===== src/rtl/move_controller.sv =====
// Move controller for a 4x4 sliding-tile puzzle: tracks the blank cell, validates
// direction requests, and sequences the datapath move plus the two cell redraws.
module move_controller #(
    parameter int CELL_PITCH = 29,
    parameter int CNT_W      = 16
) (
    input  logic             clk,
    input  logic             reset,
    input  logic             start,
    input  logic [3:0]       blank_init,
    input  logic             dir_valid,
    input  logic [1:0]       dir,
    output logic             dir_ready,
    output logic             load_board,
    output logic             move_en,
    output logic [4:0]       move_from,
    output logic [4:0]       move_to,
    input  logic [3:0]       cell_value,
    output logic             draw_req,
    output logic [7:0]       draw_x,
    output logic [6:0]       draw_y,
    output logic [3:0]       draw_num,
    input  logic             draw_done,
    input  logic             if_win,
    output logic             win,
    output logic             illegal,
    output logic             busy,
    output logic [CNT_W-1:0] move_count
);

    localparam logic [2:0] IDLE       = 3'd0;
    localparam logic [2:0] LOAD       = 3'd1;
    localparam logic [2:0] WAIT_DIR   = 3'd2;
    localparam logic [2:0] MOVE       = 3'd3;
    localparam logic [2:0] DRAW_BLANK = 3'd4;
    localparam logic [2:0] DRAW_NUM   = 3'd5;
    localparam logic [2:0] CHECK      = 3'd6;
    localparam logic [2:0] WON        = 3'd7;

    logic [2:0] state;
    logic [3:0] blankIdx;
    logic [3:0] srcIdx;
    logic       srcLegal;
    logic [3:0] drawIdx;

    // The source cell is the tile that slides into the blank, so "up" pulls from below.
    always_comb begin
        srcIdx   = blankIdx;
        srcLegal = 1'b0;
        case (dir)
            2'b00: begin
                srcIdx   = blankIdx + 4'd4;
                srcLegal = (blankIdx[3:2] != 2'd3);
            end
            2'b01: begin
                srcIdx   = blankIdx - 4'd4;
                srcLegal = (blankIdx[3:2] != 2'd0);
            end
            2'b10: begin
                srcIdx   = blankIdx + 4'd1;
                srcLegal = (blankIdx[1:0] != 2'd3);
            end
            default: begin
                srcIdx   = blankIdx - 4'd1;
                srcLegal = (blankIdx[1:0] != 2'd0);
            end
        endcase
    end

    always_comb begin
        drawIdx = 4'(move_to - 5'd1);
        if (state == DRAW_BLANK) begin
            drawIdx = 4'(move_from - 5'd1);
        end
    end

    assign dir_ready  = (state == WAIT_DIR);
    assign load_board = (state == LOAD);
    assign move_en    = (state == MOVE);
    assign draw_req   = (state == DRAW_BLANK) || (state == DRAW_NUM);
    assign busy       = !((state == IDLE) || (state == WAIT_DIR) || (state == WON));
    assign draw_x     = draw_req ? 8'(32'(drawIdx[1:0]) * CELL_PITCH) : 8'd0;
    assign draw_y     = draw_req ? 7'(32'(drawIdx[3:2]) * CELL_PITCH) : 7'd0;
    assign draw_num   = (state == DRAW_NUM) ? cell_value : 4'd0;

    // move_from/move_to are 1-based and stay put until the next accepted move,
    // so MOVE recovers the new blank position from move_from.
    always_ff @(posedge clk) begin
        if (reset) begin
            state      <= IDLE;
            blankIdx   <= 4'd0;
            move_from  <= 5'd0;
            move_to    <= 5'd0;
            move_count <= '0;
            win        <= 1'b0;
            illegal    <= 1'b0;
        end else begin
            illegal <= 1'b0;
            case (state)
                IDLE: begin
                    if (start) state <= LOAD;
                end
                LOAD: begin
                    blankIdx   <= blank_init;
                    move_count <= '0;
                    win        <= 1'b0;
                    state      <= WAIT_DIR;
                end
                WAIT_DIR: begin
                    if (start) begin
                        state <= LOAD;
                    end else if (dir_valid) begin
                        if (srcLegal) begin
                            move_to   <= {1'b0, blankIdx} + 5'd1;
                            move_from <= {1'b0, srcIdx} + 5'd1;
                            state     <= MOVE;
                        end else begin
                            illegal <= 1'b1;
                        end
                    end
                end
                MOVE: begin
                    blankIdx <= 4'(move_from - 5'd1);
                    if (move_count != '1) move_count <= move_count + CNT_W'(1);
                    state <= DRAW_BLANK;
                end
                DRAW_BLANK: begin
                    if (draw_done) state <= DRAW_NUM;
                end
                DRAW_NUM: begin
                    if (draw_done) state <= CHECK;
                end
                CHECK: begin
                    if (if_win) begin
                        win   <= 1'b1;
                        state <= WON;
                    end else begin
                        state <= WAIT_DIR;
                    end
                end
                WON: begin
                    if (start) state <= LOAD;
                end
                default: state <= IDLE;
            endcase
        end
    end

endmodule

===== config.mk =====
export PLATFORM = sky130hd
export DESIGN_NAME = move_controller
export DESIGN_NICKNAME = d
export VERILOG_FILES = /design/src/rtl/move_controller.sv
export SDC_FILE = /design/constraint.sdc
export NUM_CORES = 1
export LEC_CHECK = 0
export ABC_CLOCK_PERIOD_IN_PS = 2000
export BUFFER_PORTS_ARGS = -buffer_cell sky130_fd_sc_hd__buf_2
export CORE_UTILIZATION = 30
export CTS_BUF_LIST = sky130_fd_sc_hd__clkbuf_16
export CTS_CLUSTER_SIZE = 24
export DETAILED_ROUTE_END_ITERATION = 8
export HOLD_SLACK_MARGIN = 0.15
export PLACE_DENSITY_LB_ADDON = 0.1
export SYNTH_ARGS = -nofsm -noshare
export SYNTH_HDL_FRONTEND = slang
export SYNTH_SLANG_ARGS = --single-unit

===== constraint.sdc =====
create_clock -name clk -period 2 [get_ports clk]
set_input_delay 0.2 -clock clk [delete_from_list [all_inputs] [get_ports clk]]
set_output_delay 0.2 -clock clk [all_outputs]
set_load 0.005 [all_outputs]

==> metrics.sh <==
CLOCK_SKEW_NS=0.00389
NETLIST.AREA_LEADER.SHARE=0.304
PLACE_HPWL_UM=4450
GLOBAL_ROUTE_WIRE_LENGTH_BEFORE_REPAIR_UM=9260
BOUNDARY_PINS=68
NETLIST.TOP_CELL.BY_AREA='dfxtp_1'
TOTALNEGATIVESETUPSLACK_NS=0
FIRST_GLOBAL_VIAS=1903
FIN_WORST_HOLD_SLACK_NS=0.202
AVGVIACOUNTPERCELL=4.63
ACHIEVABLE-FREQUENCY_MHz=514
YS.WARNINGS.COUNT=0
FIRST_ITER_VIOLATIONS=49
ENDPOINT_KIND='output port'
SLEW_HEADROOM=0.587
NETLIST_AREA_MM2=0.00230
POST-LAYOUT-TOTAL-POWER_uW=1850
CP_DATA_ARRIVAL_TIME_NS=1.75
PWR_DENSITY_CELL_mW_PER_MM2=589
MOST-COMMON-LAYOUT-CELLS='buf_2, nor2_1, buf_4'
STATUS='complete, no violations'
SYN-NUM-NETS=320
CRITPATHREQUIREDTIME_NS=1.80
N_FILL_CELL=751
TIMING.FINAL.SETUP_VIOLATIONS=0
TIMING_WORST_SETUP_PATH_TYPE='reg -> out'
POST-PLACE-WS_NS=0.00141
CRIT-REG2REG-CAPTURE='move_from[0]'
ANTENNA_VIOLATIONS_BEFORE_REPAIR=0
POST-ROUTE-WORST-SETUP-SLACK_NS=0.0545
DRC=0
SLEW_VIOL_FINAL=0
CLK-INSERTION-DELAY-LATE_NS=0.28
WORSTSETUPSTARTPOINT='state[1]'
CPMAXSTAGEDELAYCELL='mux2_4'
PERIOD_NEEDED_NS=1.95
GRT_MAX_DEGREE=24
DRT_WL_TOTAL_UM=6020
CTS_ROOT_BUF='clkbuf_16'
SEQUENTIAL_AREA_SHARE_AFTER_SYNTHESIS=0.304
FINALHOLDVIOLATIONS=0
CORE_MM2=0.00733
SYN-MEAN-INSTANCE-AREA_UM2=7.97
CAP_VIOL_MAX_COUNT=0
CTS_SINKS=35
MAX-CLOCK-PATH-BUFFERS=2
HOLD_PATH.CLASS='in -> reg'
ROUTED_WIRE_LENGTH_PER_INSTANCE_UM=12.8
NUMPORTBUFFERS=66
DETAIL_ROUTE.FIRST_PASS.ITERATIONS=4
CLOCK_BUFFER_COUNT_FROM_CTS=5
CLK_PIN_SLEW_NS=0.05
GRT_OVERFLOW_TOTAL=0
TIMING.FINAL.CRIT_SHARE=0.973
WORST_SLEW_PIN_SLEW_NS=0.613
DETAILROUTE.VIA_COUNT=2179
TIMING.REG2REG.WORST_PATH_DEPTH=7
DRIVE_ABOVE_1_SHARE=0.374
UTILIZATION_AFTER_LAYOUT=0.428
INITIAL_CELL_DENSITY_OF_THE_CORE=0.314
TIMING.CRITICAL_PATH.SLOWEST_CELL_DELAY_NS=0.33
IRDROPWORSTVDD_mV=0.331
N_ANTENNA_CELL=0
DIE-AREA_MM2=0.00804
POWER.STATIC_LEAKAGE_uW=0.00142
DIE-HEIGHT_UM=89.7
RSZ_0062_RAISED_AFTER_GLOBAL_ROUTING='true'
CP_CELL_SEQUENCE='nand2b_4, nor2_4, mux2_4, inv_2, ha_4, and2_1, buf_2'
LAYOUT.CELLS.MOST_COMMON='buf_2'
REG2REG_SLACK_NS=0.13
HOLD_PATH_DEPTH=3
CRITICAL_PATH.ENDPOINT='draw_x[3]'
GLOBALROUTETOTALUTIL=0.152
CTS_HOLD_BUFFERS=0
SYNTHTOPCELLSBYAREA='dfxtp_1, ha_1, nor2_1, xnor2_1, xor2_1'
CLOCK_TREE.HTREE_LEVEL_COUNT=2
PLACE.GP.CONGESTION=0.754
SYN-INSTANCE-COUNT=289
CLOCK_TREE_FROM_TRITONCTS='done'
FINAL_NETS=402
ROWS=31
SYNTH.LIB_CELLS_USED.DISTINCT=42
DIE_WIDTH_UM=89.7
CRITICAL_PATH.REG2REG.STARTPOINT='blankIdx[0]'
POSTROUTEANTENNANETS=0
START_KIND='register'
POSTSYNTHREGISTERBITS=35
AREAGROWTHSYNTHTOFINISH_PCT=36.1
CRITPATHMAXFANOUT=6
## power breakdown
| group | switching (µW) | total (µW) | internal (µW) |
|---|---|---|---|
| clock | 292 | 742 | 450 |
| combinational | 202 | 375 | 172 |
| sequential | 17.7 | 732 | 714 |
## flip-flops by register name (all words and copies together) (netlist names)
signal      cells
blankIdx        4
illegal         1
move_count     16
move_from       5
move_to         5
state           3
win             1
## Yosys cell counts
cell type / number
a211oi_1: 5
nor2b_1: 2
buf_4: 3
nor4b_1: 1
mux2i_1: 6
nand2_1: 17
or2_0: 1
nand4b_1: 2
or3_1: 1
mux4_2: 1
fa_1: 1
o21ai_0: 10
and2_1: 8
buf_6: 2
nor3b_1: 1
buf_8: 1
or2_2: 3
a211oi_2: 4
a21o_1: 1
a41oi_1: 1
a31oi_1: 3
inv_1: 22
and3_1: 7
and4_1: 2
a2111oi_0: 1
ha_1: 14
o211ai_1: 5
nor3_1: 8
conb_1: 1
o21a_1: 1
nand4_1: 6
dfxtp_1: 35
clkbuf_1: 14
nor2_1: 40
mux2_2: 3
nand2b_1: 6
a21oi_1: 12
nand3_1: 7
nor4_1: 4
xnor2_1: 13
xor2_1: 12
buf_2: 2
## worst max-delay path, delay by kind of cell (launching register included)
family                     cells  cell delay, ns
and+or+nand+nor                3            0.41
muxes                          1            0.33
DFF                            1            0.32
buffers and inverters          2            0.20
adders and majority gates      1            0.19
## final cells by class
cell class	count	area, µm²	area share
tap	99	124	0.0395
sequential	35	713	0.227
timing repair buffer	97	567	0.181
inverter	22	82.6	0.0263
multi-input combinational	210	1510	0.482
clock inverter	3	12.5	0.00399
clock buffer	5	125	0.0399
## what timing repair did
item	4_1_cts	5_1_grt
pin swaps	2	10
endpoints found under the setup margin	12	5
gates resized for setup	16	19
setup buffers	4	7
## worst min path at each step
stage	from	end	slack, ns
floorplan	reset	state[1]	0.28
detailed placement	move_from[4]	move_from[4]	0.48
global placement	move_from[4]	move_from[4]	0.47
finish	dir_valid	illegal	0.20
CTS	dir_valid	illegal	0.20
global route	dir_valid	illegal	0.22
## per-stage QoR
step           instance area, µm²  std cells
4_1_cts                      3010        464
6_report                     3140        471
2_1_floorplan                2300        289
3_5_place_dp                 2790        452
3_3_place_gp                 2790        452
5_1_grt                      3140        471
## cell families after synthesis
group / share of synthesized area
AOI/OAI and AO/OA: 0.124
xor gates and xnor gates: 0.0950
adders and majority gates: 0.0847
buffers and inverters: 0.0890
DFF: 0.304
muxes: 0.0505
other: 0.00163
and+or+nand+nor: 0.251
## metal layers
| layer | routed length, µm | vias up | global-route usage | share of wire |
|---|---|---|---|---|
| li1 | - | 1134 | - | - |
| met1 | 3040 | 1002 | 0.207 | 0.51 |
| met3 | 230 | 3 | 0.0274 | 0.038 |
| met2 | 2710 | 40 | 0.241 | 0.45 |
| met5 | 0 | - | 0 | 0 |
| met4 | 34 | 0 | 0.0519 | 0.0056 |
(Power assumes the default switching activity.)
